### src/rtl/info_banner_ctrl.sv
// Slide-in / hold / slide-out controller for an on-screen info banner.
// Tracks the banner top row per frame and reports pixel hits with bitmap offsets.
module info_banner_ctrl #(
    parameter int OBJECT_WIDTH_X  = 300,
    parameter int OBJECT_HEIGHT_Y = 100,
    parameter int TARGET_X        = 20,
    parameter int TARGET_Y        = 10,
    parameter int START_Y         = -100,
    parameter int SLIDE_STEP      = 10,
    parameter int HOLD_FRAMES     = 3
) (
    input  logic        clk,
    input  logic        resetN,
    input  logic [10:0] pixelX,
    input  logic [10:0] pixelY,
    input  logic        startOfFrame,
    input  logic        showReq,
    output logic [10:0] offsetX,
    output logic [10:0] offsetY,
    output logic        InsideRectangle,
    output logic        busy
);

    typedef enum logic [1:0] {
        IDLE      = 2'd0,
        SLIDE_IN  = 2'd1,
        HOLD      = 2'd2,
        SLIDE_OUT = 2'd3
    } state_t;

    localparam logic signed [11:0] X_LO     = 12'(TARGET_X);
    localparam logic signed [11:0] X_HI     = 12'(TARGET_X + OBJECT_WIDTH_X);
    localparam logic signed [11:0] HEIGHT_S = 12'(OBJECT_HEIGHT_Y);
    localparam logic signed [11:0] TGT_Y    = 12'(TARGET_Y);
    localparam logic signed [11:0] STRT_Y   = 12'(START_Y);
    localparam logic signed [11:0] STEP_S   = 12'(SLIDE_STEP);
    localparam logic        [7:0]  HOLD_END = 8'(HOLD_FRAMES - 1);

    state_t             state_q;
    logic signed [11:0] topLeftY_q;
    logic        [7:0]  frameCnt_q;
    logic               inside_q;
    logic        [10:0] offX_q;
    logic        [10:0] offY_q;

    logic signed [11:0] pxS;
    logic signed [11:0] pyS;
    logic signed [11:0] yHi;
    logic signed [11:0] diffX;
    logic signed [11:0] diffY;
    logic signed [11:0] stepUp;
    logic signed [11:0] stepDn;
    logic signed [11:0] slideInY;
    logic signed [11:0] slideOutY;
    logic               insideNow;

    // Pixel coordinates are zero-extended, so rows above the screen never match.
    always_comb begin
        pxS       = $signed({1'b0, pixelX});
        pyS       = $signed({1'b0, pixelY});
        yHi       = topLeftY_q + HEIGHT_S;
        diffX     = pxS - X_LO;
        diffY     = pyS - topLeftY_q;
        insideNow = (state_q != IDLE) &&
                    (pxS >= X_LO) && (pxS < X_HI) &&
                    (pyS >= topLeftY_q) && (pyS < yHi);
        stepUp    = topLeftY_q + STEP_S;
        stepDn    = topLeftY_q - STEP_S;
        slideInY  = (stepUp >= TGT_Y)  ? TGT_Y  : stepUp;
        slideOutY = (stepDn <= STRT_Y) ? STRT_Y : stepDn;
    end

    always_ff @(posedge clk or negedge resetN) begin
        if (!resetN) begin
            state_q    <= IDLE;
            topLeftY_q <= STRT_Y;
            frameCnt_q <= '0;
            inside_q   <= 1'b0;
            offX_q     <= '0;
            offY_q     <= '0;
        end else begin
            inside_q <= insideNow;
            offX_q   <= insideNow ? diffX[10:0] : '0;
            offY_q   <= insideNow ? diffY[10:0] : '0;

            case (state_q)
                IDLE: begin
                    if (showReq) begin
                        state_q <= SLIDE_IN;
                    end
                end
                SLIDE_IN: begin
                    if (startOfFrame) begin
                        topLeftY_q <= slideInY;
                        if (slideInY == TGT_Y) begin
                            state_q    <= HOLD;
                            frameCnt_q <= '0;
                        end
                    end
                end
                HOLD: begin
                    // A fresh request restarts the hold, even on the exit frame.
                    if (showReq) begin
                        frameCnt_q <= '0;
                    end else if (startOfFrame) begin
                        if (frameCnt_q == HOLD_END) begin
                            state_q    <= SLIDE_OUT;
                            frameCnt_q <= '0;
                        end else begin
                            frameCnt_q <= frameCnt_q + 8'd1;
                        end
                    end
                end
                SLIDE_OUT: begin
                    if (showReq) begin
                        state_q <= SLIDE_IN;
                    end else if (startOfFrame) begin
                        topLeftY_q <= slideOutY;
                        if (slideOutY == STRT_Y) begin
                            state_q <= IDLE;
                        end
                    end
                end
                default: state_q <= IDLE;
            endcase
        end
    end

    assign InsideRectangle = inside_q;
    assign offsetX         = offX_q;
    assign offsetY         = offY_q;
    assign busy            = (state_q != IDLE);

endmodule

### config.mk
export PLATFORM = sky130hd
export DESIGN_NAME = info_banner_ctrl
export DESIGN_NICKNAME = d
export VERILOG_FILES = /design/src/rtl/info_banner_ctrl.sv
export SDC_FILE = /design/constraint.sdc
export NUM_CORES = 1
export LEC_CHECK = 0
export CORE_MARGIN = 3
export CORE_UTILIZATION = 40
export DETAILED_ROUTE_END_ITERATION = 12
export HOLD_SLACK_MARGIN = 0.06
export PLACE_DENSITY_LB_ADDON = 0.1
export SKIP_LAST_GASP = 1
export SLEW_MARGIN = 20
export SYNTH_ARGS = -nofsm -noshare
export SYNTH_HDL_FRONTEND = slang
export SYNTH_SLANG_ARGS = --single-unit
### constraint.sdc
create_clock -name clk -period 8.6 [get_ports clk]
set_clock_uncertainty 0.2 [all_clocks]
set_input_delay 2.58 -clock clk [delete_from_list [all_inputs] [get_ports clk]]
set_output_delay 2.58 -clock clk [all_outputs]
set_load 0.02 [all_outputs]
### After elaboration in Yosys (flattened, before gate mapping)

Index checks and enable logic that the tools add are counted.

* memory bits (read-only): 0
* memory bits (writable): 0
* memories kept: 0
* register bits after elaboration: 45
* latch bits: 0
* input port bits: 26

* multiplexer cells: 24
* $add $sub $neg: 6
* reduce and logical (&&, ||, !) cells: 11
* magnitude comparators: 6
* bitwise operators: 0
* multipliers: 0
* equal/unequal tests: 17
* shift-type cells: 0
* div/mod/pow operators: 0

Operator list (count)
* $mux 12: 5
* $mux 8: 5
* $pmux 12 s2: 1
* $mux 11: 2
* $mux 2: 9
* $ne 2x2->1 const B: 8
* $pmux 8 s2: 1
* $add 12x5->12 const B: 1
* $add 12x8->12 const B: 1
* $eq 12x5->1 const B: 1
* $eq 12x8->1 const B: 1
* $ge 12x12->1: 1
* $ge 12x5->1 const B: 1
* $le 12x8->1 const B: 1
* $lt 12x12->1: 1
* $sub 12x5->12 const B: 1
* $ge 11x5->1 const B: 1
* $lt 11x9->1 const B: 1
* $sub 11x11->11: 1
* $sub 11x5->11 const B: 1
* $ne 3x3->1 const B: 3
* $add 8x1->8 const B: 1
* $eq 8x2->1 const B: 1
* $pmux 2 s4: 1
* 7 further kinds: 14

### Longest topological paths before layout

* word-level depth: 8
* gate-level depth with buffers: 15
* mapped depth without buffers: 13

### Least setup slack after synthesis

No wires, ideal clock.

* path type: input -> register
* from: input pixelY[0]
* to: register offY_q[5], in the netlist offsetY[5]
* stages: 14
* path slack: 3.183 ns
* setup time: 0.121 ns
* arrival: 5.096 ns
* cell sequence: inv_1 -> ha_1 -> inv_1 -> fa_1 -> a21o_1 -> a21oi_1 -> o21bai_1 -> a2111o_1 -> a41o_1 -> a21oi_1 -> or2_2 -> buf_2 -> buf_2 -> nor2_1

* word-level cells in the longest chain between the ends: 4
* elaborated cells between the ends (all ways): 6
* classes of those cells: add/sub (1); order compare (2); mux (1); reduce/logical (2)

RTL lines
* from (decl): RTL line 15 `input logic [10:0] pixelY,`
* $ge 12x12->1: RTL line 66 `(pyS >= topLeftY_q) && (pyS < yHi);`
* $logic_and 1x1->1: RTL line 65 `(pxS >= X_LO) && (pxS < X_HI) &&`
* $logic_and 1x1->1: RTL line 66
* $mux 11 (*): RTL line 84 `offY_q <= insideNow ? diffY[10:0] : '0;`
* to (signal assigned): RTL line 84
* to (decl): RTL line 44 `logic [10:0] offY_q;`

Every way passes the cells marked *; elsewhere a longest branch is shown, timed or not.
A chain may end at the register's enable or synchronous reset.

### Final worst setup path

* from: input pixelY[0]
* to: register offY_q[7], in the netlist offsetY[7]

Same word-level chain as after synthesis.

==> flow_summary.toml <==
[pwr]
p_seq_share_pct = 26.7
peakVddDrop_uv = 118.6
clkPwrFrac_pct = 11.1
power.density_nw_per_um2 = 301.8
leakage_uw = 0.001764
p_int_uw = 651.6
power.switching_uw = 627.7
p_sw_share_pct = 49.07
total_power_uw = 1279
p_comb_share_pct = 62.2

[cells_and_area]
drive_gt1_share_pct = 6.304
area_growth_syn_to_layout_pct = 17.60
fillCellCount = 852
nets = 520
num_antenna_cells = 0

[floorplanning]
start_util_pct = 41.33
die_h_um = 100.9
pin_count = 50
core.rowCount = 34
die_area_um2 = 10190
core-area_um2 = 8721
die_w_um = 100.9

[setup_path]
endpoint = "offsetY[7]"
crit_arrival_ns = 5.66
r2r_cells = 10
reg2reg_to = "frameCnt_q[3]"
end_kind = "flip-flop"
crit_fanout = 19
critPathKind = "input port to flip-flop"
critPathLaunch = "pixelY[0]"
required_ns = 8.58
cp-start-kind = "input port"
r2r_start = "topLeftY_q[3]"
ff2ff_setup_slack_ns = 4.74

[clock_tree]
clock_path_buffers = 2
clkTransAtPathRegs_ns = 0.10
cts_tree = "built"
htreeDepth = 2
root_buffer = "clkbuf_8"
ctsHoldBuffers = 0
worstSkewPairLatency_ns = 0.31
cts_setup_buffers = 0
clkSinkCount = 45
cts_buffers = 5
ctsResizeCount = 0

[global_route]
antenna_found_initial = 0
grt_overflow = 0
grt_max_degree = 46
grt_pass1_wl_mm = 15.01
grt_pass1_vias = 2995
groute.usage.overall_pct = 18.34

[logic_synthesis]
synthArstFlopShare_pct = 100.0
syn_nets = 482
seq_area_frac_synth_pct = 31.52
synth_cell_types = 63
syn_avg_cell_area_um2 = 8.562
ys_warn_count = 0
ys_seq_elements = 45
netlist_instances = 421
synth_edf_count = 0
syn_area_um2 = 3605
synthFlopType = "dfrtp_1"

[timing]
worst_slew_pin_slew_ns = 0.8274
finalHoldViolations = 0
setup_ws_ns = 2.924
rsz0062_at_grt = "false"
relSlewSlack_pct = 44.58
min_period_over_period_pct = 66.00
drv_slew = 0
fin_tns_setup_ns = 0
max_freq_mhz = 176.2
fin_crit_ns = 5.676
setup_violations = 0

[drt]
dr.pass1.iters = 5
drt_iter0_drc = 192
vias = 3234
drc = 0
wirelength_mm = 9.066
vias_per_cell = 5.694
wl_per_cell_um = 15.96
ant_nets = 0

[placement]
io_buffers = 49
dp_hpwl_mm = 6.803
dp_worst_setup_slack_ns = 2.582
globalplace.congestion = 0.8846

[status]
outcome = "completed"

[job]
drv_cap = 0

[worst_hold_path]
hold_path.class = "flip-flop to flip-flop"
hp-start = "frameCnt_q[7]"
[per-stage QoR]
stage                     hold WS, ns  cell area (um^2)  std cells  util (%)
after floorplan                0.2412              3605        421         -
after global placement         0.2760              4146        560     47.55
after detailed placement       0.2727              4146        560     47.55
after CTS                      0.2931              4237        568     48.58
after global routing           0.3213              4239        568     48.61
final                          0.2882              4239        568     48.61
[power by group through the flow]
stage / Clock [uW] / Combinational (uW) / Sequential (uW)
6_report: 142 / 795 / 342
5_1_grt: 154 / 891 / 352
4_1_cts: 148 / 795 / 339
3_5_place_dp: 0 / 792 / 342
3_3_place_gp: 0 / 782 / 342
2_1_floorplan: 0 / 648 / 300
[placed cells by master, fill, tap and decap left out, types with 6 or more instances in the layout]
cell type,instances
a21oi_1,23
nand3_1,18
xnor2_1,25
nor3_1,17
nand2_1,26
nand4_1,6
xor2_1,6
nor2_1,44
clkdlybuf4s50_1,48
o31ai_1,7
dfstp_2,8
inv_1,29
dfrtp_1,37
nor2b_1,6
nand2b_1,6
o21ai_0,27
ha_1,34
[logic make-up after synthesis]
kind of cell,after synthesis,share of synthesized area (%)
AO/OA/AOI/OAI,111,22.11
XOR/XNOR,31,7.532
adder cells (fa/ha/maj),35,12.36
buffers and inverters,48,5.310
flip-flops,45,31.52
multiplexers,4,1.180
AND/OR/NAND/NOR,147,19.99
[how the worst min path moves through the flow]
stage	to	depth (start not counted)
after global routing	frameCnt_q[7]	1
after CTS	frameCnt_q[7]	1
final	frameCnt_q[7]	1
after global placement	frameCnt_q[7]	1
after detailed placement	frameCnt_q[7]	1
after floorplan	frameCnt_q[7]	1
[cell usage after synthesis, drive strengths merged (2+ instances only)]
| cell | count | area share, % |
|---|---|---|
| a2111oi | 3 | 1.8 |
| a211oi | 4 | 1.2 |
| a21o | 5 | 1.0 |
| a21oi | 23 | 3.2 |
| a221oi | 2 | 0.49 |
| a22oi | 2 | 0.42 |
| a31oi | 5 | 0.87 |
| a32oi | 2 | 0.49 |
| a41o | 2 | 0.56 |
| and2 | 2 | 0.35 |
| and3 | 4 | 0.83 |
| buf | 4 | 0.73 |
| clkbuf | 14 | 1.5 |
| dfrtp | 37 | 26 |
| dfstp | 8 | 5.8 |
| ha | 34 | 12 |
| inv | 29 | 3.0 |
| mux2 | 2 | 0.62 |
| mux2i | 2 | 0.56 |
| nand2 | 26 | 2.7 |
| nand2b | 6 | 1.0 |
| nand3 | 18 | 2.5 |
| nand4 | 6 | 1.0 |
| nor2 | 44 | 4.6 |
| nor2b | 6 | 1.0 |
| nor3 | 17 | 2.4 |
| nor4 | 5 | 0.87 |
| o2111ai | 2 | 0.49 |
| o211ai | 5 | 1.0 |
| o21a | 2 | 0.42 |
| o21ai | 27 | 3.7 |
| o21bai | 2 | 0.42 |
| o22a | 2 | 0.49 |
| o22ai | 3 | 0.52 |
| o31a | 2 | 0.49 |
| o31ai | 7 | 1.5 |
| o32a | 2 | 0.56 |
| or2 | 4 | 0.69 |
| or3 | 3 | 0.52 |
| xnor2 | 25 | 6.1 |
| xor2 | 6 | 1.5 |
[sequential cells by signal, indices dropped and copies added, names as in the netlist]
| register | cells |
|---|---|
| topLeftY_q | 12 |
| offsetX | 11 |
| offsetY | 11 |
| frameCnt_q | 8 |
| state_q | 2 |
| InsideRectangle | 1 |
[metal layers]
metal / vias to the layer above / track usage (%) / wire length, um
met5: - / 0 / 0
met4: 0 / 5.215 / 169
met3: 15 / 2.491 / 532
met2: 113 / 29.82 / 4150
met1: 1515 / 25.47 / 4214
li1: 1591 / - / -
[worst max-delay path, stage by stage]
cell,delay (ns)
clkdlybuf4s50_1,0.41
inv_1,0.06
ha_1,0.15
inv_1,0.06
fa_1,0.42
a21o_1,0.18
a21oi_1,0.22
o21bai_1,0.12
a2111o_1,0.44
a41o_1,0.26
a21oi_1,0.26
or2_2,0.38
nor2_1,0.09
[layout make-up]
| type | count | area (um^2) | share of cell area [%] |
|---|---|---|---|
| timing repair buffer | 49 | 488.0 | 11.51 |
| sequential | 45 | 1136 | 26.80 |
| multi-input combinational | 328 | 2277 | 53.72 |
| clock inverter | 3 | 21.27 | 0.5018 |
| inverter | 30 | 112.6 | 2.656 |
| clock buffer | 5 | 68.82 | 1.623 |
| tap | 108 | 135.1 | 3.188 |
No activity file was read; power rests on OpenSTA's default activity.
